===== src/rtl/serial_addsub_pkg.sv =====
// Shared encodings for the bit-serial adder/subtractor: FSM states and mode constants.
// Imported by the top and by the testbench.
package serial_addsub_pkg;

    typedef enum logic [1:0] {
        IDLE = 2'd0,
        RUN  = 2'd1,
        DONE = 2'd2
    } state_t;

    localparam logic MODE_ADD = 1'b0;
    localparam logic MODE_SUB = 1'b1;

endpackage


===== src/rtl/serial_addsub_slice.sv =====
// One-bit add/subtract cell: inverts b when m is set, then performs a full add.
// Subtraction becomes A + ~B + 1 when the caller seeds cin with m.
module addsub_slice (
    input  logic a,
    input  logic b,
    input  logic m,
    input  logic cin,
    output logic s,
    output logic cout
);

    logic w_bx;
    logic w_p;

    assign w_bx = b ^ m;
    assign w_p  = a ^ w_bx;
    assign s    = w_p ^ cin;
    assign cout = (a & w_bx) | (cin & w_p);

endmodule


===== src/rtl/serial_addsub.sv =====
// Bit-serial adder/subtractor: operands are consumed LSB-first, one bit per clock,
// through a single addsub_slice and a carry flip-flop, under a start/busy/done handshake.
module serial_addsub
    import serial_addsub_pkg::*;
#(
    parameter  int WIDTH = 8,
    localparam int CW    = $clog2(WIDTH)
) (
    input  logic             clk,
    input  logic             reset,
    input  logic             start,
    input  logic             mode,
    input  logic [WIDTH-1:0] a,
    input  logic [WIDTH-1:0] b,
    output logic             busy,
    output logic             done,
    output logic [WIDTH-1:0] result,
    output logic             cout,
    output logic             overflow,
    output state_t           dbg_state
);

    // Handshake: start is accepted on a rising edge only while the FSM is in IDLE
    // or DONE; busy is high for the WIDTH cycles of RUN; done is a one-cycle pulse
    // marking result/cout/overflow valid, and those hold until the next accepted start.

    state_t           r_state;
    logic [CW-1:0]    r_cnt;
    logic             r_carry;
    logic [WIDTH-1:0] r_a;
    logic [WIDTH-1:0] r_b;
    logic             r_mode;
    logic [WIDTH-1:0] r_result;
    logic             r_cout;
    logic             r_ovf;
    logic             r_busy;
    logic             r_done;

    logic             w_sum;
    logic             w_slice_cout;
    logic             w_accept;
    logic             w_last;

    addsub_slice u_slice (
        .a    (r_a[0]),
        .b    (r_b[0]),
        .m    (r_mode),
        .cin  (r_carry),
        .s    (w_sum),
        .cout (w_slice_cout)
    );

    assign w_accept = start && ((r_state == IDLE) || (r_state == DONE));
    assign w_last   = (r_cnt == CW'(WIDTH - 1));

    always_ff @(posedge clk or posedge reset) begin
        if (reset) begin
            r_state  <= IDLE;
            r_cnt    <= '0;
            r_carry  <= 1'b0;
            r_a      <= '0;
            r_b      <= '0;
            r_mode   <= 1'b0;
            r_result <= '0;
            r_cout   <= 1'b0;
            r_ovf    <= 1'b0;
            r_busy   <= 1'b0;
            r_done   <= 1'b0;
        end else if (r_state == RUN) begin
            r_result <= {w_sum, r_result[WIDTH-1:1]};
            r_a      <= r_a >> 1;
            r_b      <= r_b >> 1;
            r_carry  <= w_slice_cout;
            r_cnt    <= r_cnt + CW'(1);
            if (w_last) begin
                // r_carry here is the carry into the MSB, so overflow is formed directly.
                r_cout  <= w_slice_cout;
                r_ovf   <= r_carry ^ w_slice_cout;
                r_busy  <= 1'b0;
                r_done  <= 1'b1;
                r_state <= DONE;
            end
        end else begin
            r_done <= 1'b0;
            if (w_accept) begin
                r_a     <= a;
                r_b     <= b;
                r_mode  <= mode;
                r_carry <= (mode == MODE_SUB);
                r_cnt   <= '0;
                r_busy  <= 1'b1;
                r_state <= RUN;
            end else begin
                r_state <= IDLE;
            end
        end
    end

    assign busy      = r_busy;
    assign done      = r_done;
    assign result    = r_result;
    assign cout      = r_cout;
    assign overflow  = r_ovf;
    assign dbg_state = r_state;

endmodule


===== config.mk =====
export PLATFORM = sky130hd
export DESIGN_NAME = serial_addsub
export DESIGN_NICKNAME = d
export VERILOG_FILES = /design/src/rtl/serial_addsub_pkg.sv /design/src/rtl/serial_addsub_slice.sv /design/src/rtl/serial_addsub.sv
export SDC_FILE = /design/constraint.sdc
export NUM_CORES = 1
export LEC_CHECK = 0
export BUFFER_PORTS_ARGS = -buffer_cell sky130_fd_sc_hd__buf_2
export CAP_MARGIN = 10
export CORE_UTILIZATION = 40
export DETAILED_ROUTE_END_ITERATION = 7
export PLACE_DENSITY_LB_ADDON = 0.12
export SETUP_SLACK_MARGIN = 0.4
export SLEW_MARGIN = 20
export SYNTH_ARGS = -nofsm -noshare
export SYNTH_HDL_FRONTEND = slang
export SYNTH_SLANG_ARGS = --single-unit
export TNS_END_PERCENT = 50

===== constraint.sdc =====
create_clock -name clk -period 3.05 [get_ports clk]
set_input_delay 0 -clock clk [delete_from_list [all_inputs] [get_ports clk]]
set_output_delay 0 -clock clk [all_outputs]
set_load 0.02 [all_outputs]

==> results.sh <==
export IMPL_timing_final_ws_setup_ns=1.444
export IMPL_syn_area_um2=1573
export IMPL_routed_wl_um=2943
export IMPL_via_per_inst=4.903
export IMPL_routedWlPerCell_um=13.02
export IMPL_final_common_cell="dfrtp_1"
export IMPL_pre_cts_ws_ns=1.442
export IMPL_cp_arrival_ns=1.77
export IMPL_area_delta_synth_final_pct=24.42
export IMPL_hold_path_class="input pin to flop"
export IMPL_ys_warn_count=0
export IMPL_cts_sinks=34
export IMPL_clockBufferDepth=2
export IMPL_num_rows=22
export IMPL_yosys_register_bits=34
export IMPL_final_antenna_net_count=0
export IMPL_avgSynthCellArea_um2=11.65
export IMPL_syn_nets=158
export IMPL_gr_usage_met2_pct=25.78
export IMPL_min_period_ns=1.606
export IMPL_clk_latency_ns=0.28
export IMPL_final_hold_viol_count=0
export IMPL_ioPinCount=34
export IMPL_place_inst=208
export IMPL_grt_pass1_vias=1138
export IMPL_cts_clk_slew_worst_paths_ns=0.07
export IMPL_port_buffers=33
export IMPL_critPathTopFamily="flip-flops"
export IMPL_post_route_period_util_pct=52.64
export IMPL_grtUsageMet1_pct=19.27
export IMPL_crit_chain="nand2b_4 > and2_4 > a21oi_1"
export IMPL_cp_num_buf_inv=0
export IMPL_die_h_um=64.71
export IMPL_die_w_um=64.71
export IMPL_setup_violations=0
export IMPL_rsz0062_at_grt="false"
export IMPL_nets=200
export IMPL_ctsResizeCount=0
export IMPL_final_cell_mix="dfrtp_1, buf_2, inv_1"
export IMPL_vias=1108
export IMPL_crit_path_start_kind="flop"
export IMPL_worst_pin_slew_ns=0.6230
export IMPL_n_antenna_cell=0
export IMPL_use_met3_pct=4.754
export IMPL_final_setup_tns_ns=0
export IMPL_crit_start="dbg_state[0]"
export IMPL_min_from="a[5]"
export IMPL_ir_drop_mv=0.5490
export IMPL_ys_seq_area_share_pct=54.10
export IMPL_holdWs_ns=0.01142
export IMPL_r2r_start="dbg_state[0]"
export IMPL_tritoncts="yes"
export IMPL_netlist_instances=135
export IMPL_cp_required_ns=3.21
export IMPL_end_kind="flop"
export IMPL_finClkSkew_ns=0.003228
export IMPL_outcome="finished clean"
export IMPL_dpl_hpwl_um=1986
export IMPL_maxCapViolCount=0
export IMPL_cp_slowest_cell="dfrtp_1"
export IMPL_grt_pass1_wl_um=4974
export IMPL_timing_fmax_ghz=0.6229
export IMPL_fillers=326
export IMPL_synthDistinctLibCells=26
export IMPL_gp_congestion=0.6790
export IMPL_dieArea_um2=4187
export IMPL_drive_gt1_share_pct=35.96
export IMPL_antenna_found_initial=0
export IMPL_p_per_area_nw_per_um2=1094
export IMPL_htreeDepth=2
export IMPL_p_leak_nw=0.9341
export IMPL_drc_errors=0
export IMPL_drtIter0Drc=40
export IMPL_final_cells=226
export IMPL_core_um2=3716
export IMPL_cts_buffers=5
export IMPL_drv_slew=0
export IMPL_critPathMaxFanout=20
export IMPL_grt_max_degree=35
export IMPL_critical_path_class="flop to flop"
export IMPL_dr_pass1_iters=4
export IMPL_grt_overflow=0
export IMPL_p_total_mw=2.141
export IMPL_grt_usage_pct=15.92
export IMPL_grt_busiest_layer="met2"
export IMPL_relSlewSlack_pct=58.47
export IMPL_clockRootBuffer="clkbuf_8"
export IMPL_initial_core_util_pct=42.32
export IMPL_cp_slowest_stage_delay_ns=0.74
==> synthesized netlist by cell type <==
library cell	instances	area (um2)
a21oi_2	10	87.58
mux2_2	9	101.4
a21oi_1	6	30.03
xnor2_1	2	17.52
inv_1	14	52.55
buf_6	2	22.52
nand3b_1	1	7.510
nand2b_4	2	27.53
buf_2	4	20.02
o21ai_0	6	30.03
xor2_1	1	8.760
nor2b_1	4	25.02
nand2_1	5	18.77
ha_1	2	25.02
a22o_1	3	26.28
a211oi_1	4	30.03
fa_1	1	20.02
buf_4	1	7.510
and2_4	1	8.760
mux2i_1	5	50.05
dfrtp_1	34	850.8
o22ai_1	11	68.82
nand3_1	2	10.01
mux2_1	1	11.26
clkbuf_1	2	7.510
nor2_1	2	7.510
==> cells by family (layout without fill, tap and decap cells) <==
group	after synthesis	count (layout)	share of synthesized area, %
AOI/OAI and AO/OA	40	40	17.34
DFF	34	34	54.10
buffers and inverters	23	66	7.001
and+or+nand+nor	17	17	6.683
muxes	15	15	10.34
adders and majority gates	3	3	2.864
xor gates and xnor gates	3	3	1.671
==> stage by stage <==
step / area (um2) / util (%)
2_1_floorplan: 1573 / -
3_3_place_gp: 1748 / 47.04
3_5_place_dp: 1748 / 47.04
4_1_cts: 1957 / 52.66
5_1_grt: 1957 / 52.66
6_report: 1957 / 52.66
==> per-layer routing <==
| metal | share of wire (%) | vias to the layer above | wire [um] |
|---|---|---|---|
| met2 | 49 | 20 | 1434 |
| met4 | 1.9 | 0 | 56 |
| met5 | 0 | - | 0 |
| met1 | 46 | 532 | 1350 |
| li1 | - | 551 | - |
| met3 | 3.4 | 5 | 101 |
==> state kept, by name, indices dropped and copies added (netlist names) <==
signal,count
r_carry,1
dbg_state,1
cout,1
overflow,1
busy,1
done,1
result,8
r_a,8
r_cnt,3
r_mode,1
r_b,8
==> worst reg2reg max path: cells and delay by family (launching register included) <==
kind,cells,cell delay (ns)
AO/OA/AOI/OAI,1,0.11
AND/OR/NAND/NOR,2,0.64
flip-flops,1,0.74
==> final timing paths <==
path,cells after the start,to,slack (ns)
worst min-delay path,3,r_a[5],0.01
worst max register to register,3,r_a[3],1.44
max in group asynchronous,4,r_a[7],2.40
worst max-delay path,3,r_a[3],1.44
min in group asynchronous,4,r_a[5],0.34
worst min register to register,2,cout,0.48
==> what timing repair did <==
action / 4_1_cts / 5_1_grt
endpoints found under the hold margin: 43 / 0
buffers inserted: 0 / 0
hold buffers: 10 / 0
==> area by class of cell <==
type                    count  area (um2)  area share [%]
flip-flops and latches     34       850.8           43.48
well taps                  48       60.06           3.069
multi-input cells          78       611.8           31.27
inverters                  14       52.55           2.685
clock inverters             3       40.04           2.046
clock buffers               5       68.82           3.517
repair buffers             44       272.8           13.94
==> report_power, final <==
group / switching, mW / internal (mW) / leakage, nW
clock network: 0.162 / 0.240 / 0.0579
registers: 0.166 / 0.670 / 0.406
logic: 0.483 / 0.420 / 0.471
Power figures use the tool's default switching activity.
